`src/rtl/beat_sequencer.sv`:
```
// rtl/beat_sequencer.sv - W1/W2/W3 machine-cycle beat sequencer for the hardwired controller
//
// Steps the controller through each machine cycle with one-hot beats clocked
// by t3, honouring the controller's short/long cycle-length requests and its
// stop request. Runs start from a qd rising edge. step_mode halts after every
// cycle. A wrapping counter tracks completed machine cycles.
//
// Ports:
//   t3         beat clock, rising edge
//   clr        asynchronous active-low reset
//   qd         start button (debounced, asynchronous to t3)
//   step_mode  1 = halt after every machine cycle
//   short      current cycle ends after W1
//   long       current cycle runs through W3
//   stop       halt at the end of the current cycle
//   w1/w2/w3   one-hot beat outputs, all 0 when idle
//   running    any beat active
//   cyc_done   high during the final beat of a cycle
//   cyc_cnt    completed machine cycles, wraps
module beat_sequencer #(
    parameter int CNT_W = 16
) (
    input  logic             t3,
    input  logic             clr,
    input  logic             qd,
    input  logic             step_mode,
    input  logic             short,
    input  logic             long,
    input  logic             stop,
    output logic             w1,
    output logic             w2,
    output logic             w3,
    output logic             running,
    output logic             cyc_done,
    output logic [CNT_W-1:0] cyc_cnt
);

    localparam logic [1:0] ST_IDLE = 2'd0;
    localparam logic [1:0] ST_W1   = 2'd1;
    localparam logic [1:0] ST_W2   = 2'd2;
    localparam logic [1:0] ST_W3   = 2'd3;

    logic [1:0] state;
    logic [1:0] state_nx;
    logic       s1, s2, s3;
    logic       primed;
    logic       armed;
    logic       stop_lat;
    logic       start;
    logic       halt;

    // The reset value of the qd chain looks like "button released", so a qd
    // held through reset would otherwise produce a false rising edge. armed is
    // only set once a real post-reset sample of qd (s1, valid after one edge,
    // as flagged by primed) has been seen low.
    always_ff @(posedge t3 or negedge clr) begin
        if (!clr) begin
            s1     <= 1'b0;
            s2     <= 1'b0;
            s3     <= 1'b0;
            primed <= 1'b0;
            armed  <= 1'b0;
        end else begin
            s1     <= qd;
            s2     <= s1;
            s3     <= s2;
            primed <= 1'b1;
            armed  <= armed | (primed & ~s1);
        end
    end

    assign start = s2 & ~s3 & armed;

    // Final beat of the cycle: W1 with short (short beats long), W2 without
    // long, or W3.
    always_comb begin
        cyc_done = 1'b0;
        case (state)
            ST_W1:   cyc_done = short;
            ST_W2:   cyc_done = ~long;
            ST_W3:   cyc_done = 1'b1;
            default: cyc_done = 1'b0;
        endcase
    end

    assign halt = step_mode | stop | stop_lat;

    always_comb begin
        state_nx = state;
        if (cyc_done) begin
            state_nx = halt ? ST_IDLE : ST_W1;
        end else begin
            case (state)
                ST_IDLE: state_nx = start ? ST_W1 : ST_IDLE;
                ST_W1:   state_nx = ST_W2;
                ST_W2:   state_nx = ST_W3;
                default: state_nx = ST_IDLE;
            endcase
        end
    end

    always_ff @(posedge t3 or negedge clr) begin
        if (!clr) begin
            state    <= ST_IDLE;
            stop_lat <= 1'b0;
            cyc_cnt  <= '0;
        end else begin
            state <= state_nx;
            // A stop seen in any beat is remembered until the cycle ends.
            if (state == ST_IDLE || cyc_done) begin
                stop_lat <= 1'b0;
            end else if (stop) begin
                stop_lat <= 1'b1;
            end
            if (cyc_done) begin
                cyc_cnt <= cyc_cnt + {{(CNT_W-1){1'b0}}, 1'b1};
            end
        end
    end

    assign w1      = (state == ST_W1);
    assign w2      = (state == ST_W2);
    assign w3      = (state == ST_W3);
    assign running = (state != ST_IDLE);

endmodule

```
`config.mk`:
```
export PLATFORM = sky130hd
export DESIGN_NAME = beat_sequencer
export DESIGN_NICKNAME = d
export VERILOG_FILES = /design/src/rtl/beat_sequencer.sv
export SDC_FILE = /design/constraint.sdc
export NUM_CORES = 1
export LEC_CHECK = 0
export CAP_MARGIN = 10
export CORE_MARGIN = 5
export CORE_UTILIZATION = 48
export DETAILED_ROUTE_END_ITERATION = 8
export PLACE_DENSITY_LB_ADDON = 0.25
export SLEW_MARGIN = 20
export SYNTH_ARGS = -nofsm -noshare
export SYNTH_HDL_FRONTEND = slang
export SYNTH_SLANG_ARGS = --single-unit
```
`constraint.sdc`:
```
create_clock -name t3 -period 2.09 [get_ports t3]
set_clock_uncertainty 0.05 [all_clocks]
set_input_delay 0.5225 -clock t3 [delete_from_list [all_inputs] [get_ports t3]]
set_output_delay 0.5225 -clock t3 [all_outputs]
set_load 0.05 [all_outputs]
```
==> run summary <==
CTS Sinks: 24
Die Ht: 59.3 µm
slowest stage delay, CP: 0.47 ns
P_int: 1.18 mW
min-delay worst type: reg -> reg
Leakage Power: 0.674 nW
Final Max Tran Viols: 0
Post-DRT Antenna Nets: 0
latest clock arrival within the worst-skew pair: 0.32 ns
Die ar.: 3520 µm²
mean post-synth cell area: 12.0 µm²
leading area contributor after synthesis: dfrtp_1
Total GRT Usage: 16.1%
DRC violation count after routing: 0
Crit path max-delay family: flip-flops
Register-to-Register Setup Slack: 0.27 ns
Vias/cell: 5.26
CP Class: reg -> out
Tmin final: 2.13 ns
Root Buffer: clkbuf_4
worst path required time: 1.52 ns
Syn-to-layout area delta: 38.0%
Peak Freq: 470 MHz
Critical Path AT: 1.56 ns
Placed Cells: 155
Max FO, Critical Path: 4
Syn. warnings: 0
Hold Vio Cnt, Final: 0
share of the clock period used by the worst path: 102%
Sw Share: 44.2%
distinct cell type count after synthesis: 28
Pre-antenna DRT Iters: 4
RSZ-0062 raised after global routing: yes
Netlist Area Pre-Place: 1170 µm²
routed len/inst: 14.5 µm
Critical Path End Type: primary output
initial core utilization: 51.2%
Max Root-Sink Buffers: 2
1st-iter DRT viols: 13
worst hold slack: 0.338 ns
status: finished, violations left
I/O pin total: 28
vias in the first global route: 894
Vias: 868
NetSw: 0.935 mW
Worst-path clk slew: 0.12 ns
Ant. Diodes: 0
Synth Register Bits: 24
Max-Cap Viols: 0
setup violators final: 1
Row Count: 17
initial antenna violation count: 0
slack of the critical path: -0.0386 ns
Synth top area share: 51.5%
H-Tree Depth: 1
post-DP HPWL: 1740 µm
first-pass GRT wire length: 4190 µm
clock buffer count from CTS: 3
slowest CP cell: dfrtp_2
Layout Cells excl Fill: 165
syn_nets: 110
largest net degree at the start of global routing: 25
share of cells above drive strength 1: 42.3%
Flop pwr share: 30.6%
Layout Nets: 151
die width: 59.3 µm
Pwr Density: 1320 nW/µm²
Placeable Area: 2280 µm²
final WL: 2390 µm
failing checks: negative setup slack
register area share after synthesis: 51.5%
Filler Cells Inserted: 188
gate count of the mapped netlist: 97
Finished Core Util: 70.7%
Clock Power Share: 11.6%
Logic pwr share: 57.8%
Routability Congestion: 0.794
top post-synthesis cells by area: dfrtp_1 (52%), xor2_1 (7.5%), ha_1 (6.4%)
crit start category: register
CP Cell Sequence: inv_2 -> ha_4 -> nand2b_4 -> a31o_4 -> clkinvlp_4 -> buf_12
CTS tree: yes
I/O Buffers: 27
WP buf/inv: 3
VDD IR-drop max: 1.14 mV
gr ovfl total: 0
## power by group through the flow
| stage | clock network, mW | registers, mW | logic [mW] |
|---|---|---|---|
| final | 0.245 | 0.649 | 1.22 |
| after global routing | 0.287 | 0.669 | 1.30 |
| after CTS | 0.253 | 0.649 | 1.23 |
| after detailed placement | 0 | 0.650 | 1.11 |
| after global placement | 0 | 0.649 | 1.10 |
| after floorplan | 0 | 0.803 | 0.546 |
## cell families after synthesis
kind of cell    Yosys count  synth area share [%]
compound gates            3                  2.90
fa+ha+maj                 6                  6.44
flops                    24                  51.5
simple gates             39                  23.5
mux                       1                 0.858
buf+inv                   8                  3.22
xor+xnor                 15                  11.3
other cells               1                 0.322
## Yosys cell counts
cell type / n
nand3_2: 1
nand2b_4: 1
conb_1: 1
mux2i_1: 1
a21o_1: 1
and3_4: 1
nand2_1: 7
o41ai_1: 1
and3_1: 1
nand3_1: 5
nor3_2: 4
and2_1: 1
and3_2: 1
nand2_4: 1
and4_2: 1
buf_1: 1
xor2_1: 10
nor2_1: 2
nand4b_1: 1
xnor2_1: 5
buf_6: 1
ha_1: 6
nor3_1: 3
dfrtp_1: 24
a31o_4: 1
nand4_1: 6
nor4_2: 3
inv_1: 6
## final timing paths
| check | to | startpoint | cells past startpoint |
|---|---|---|---|
| worst max-delay path | cyc_done | state[0] | 6 |
| worst min-delay path | s2 | s1 | 0 |
| worst max register to register | cyc_cnt[11] | state[0] | 7 |
| worst min register to register | s2 | s1 | 0 |
| max in group asynchronous | state[0] | clr | 2 |
| min in group asynchronous | cyc_cnt[11] | clr | 2 |
## placed cells by master (no fill, tap or decap), drive strengths merged, types with 2 or more instances in the layout
cell type and count:
clkdlybuf4s50 6, nand2 8, and3 3, nand4 6
clkbuf 4, xnor2 5, nor3 7, nor4 3
xor2 10, nor2 2, buf 32, nand3 6
dfrtp 24, inv 5, ha 6
## timing repair
action                     in CTS  in global routing
resized for setup               8                  0
pin swaps                       3                  1
setup endpoints to repair       1                  1
buffers inserted                6                  0
hold buffers                    0                  0
## stage by stage
step	power (mW)	TNS (ns)	area, µm²	setup slack (ns)
CTS	2.13	-0.0382	1610	-0.0382
detailed placement	1.76	-0.134	1500	-0.0563
finish	2.12	-0.0386	1610	-0.0386
floorplan	1.35	0	1170	0.0417
global route	2.26	-0.129	1610	-0.129
global placement	1.75	-0.0723	1500	-0.0246
## cell type report
type	instances	area [µm²]	share of cell area, %
clock buffer	4	36.3	2.26
inverter	6	26.3	1.63
multi-input combinational	65	556	34.5
sequential	24	602	37.4
tap	28	35.0	2.18
timing repair buffer	38	354	22.0
## state kept, by name, indices dropped and copies added, names as in the netlist
signal    cells
stop_lat      1
s3            1
armed         1
primed        1
s2            1
state         2
cyc_cnt      16
s1            1
## routing by layer
layer  vias up  share of wire, %  track usage [%]
met5         -                 0                0
met4         0               2.8             6.80
met3         7               4.3             2.83
met2        21                48             24.3
met1       426                45             22.5
li1        414                 -                -
## worst reg2reg max path, delay by kind of cell (launching register included)
kind | cells | cell delay, ns
adders and majority gates | 1 | 0.15
AOI/OAI and AO/OA | 1 | 0.26
and+or+nand+nor | 2 | 0.38
xor gates and xnor gates | 1 | 0.17
buffers and inverters | 2 | 0.29
DFF | 1 | 0.47
Note: power is estimated with default switching activity, not from simulation.
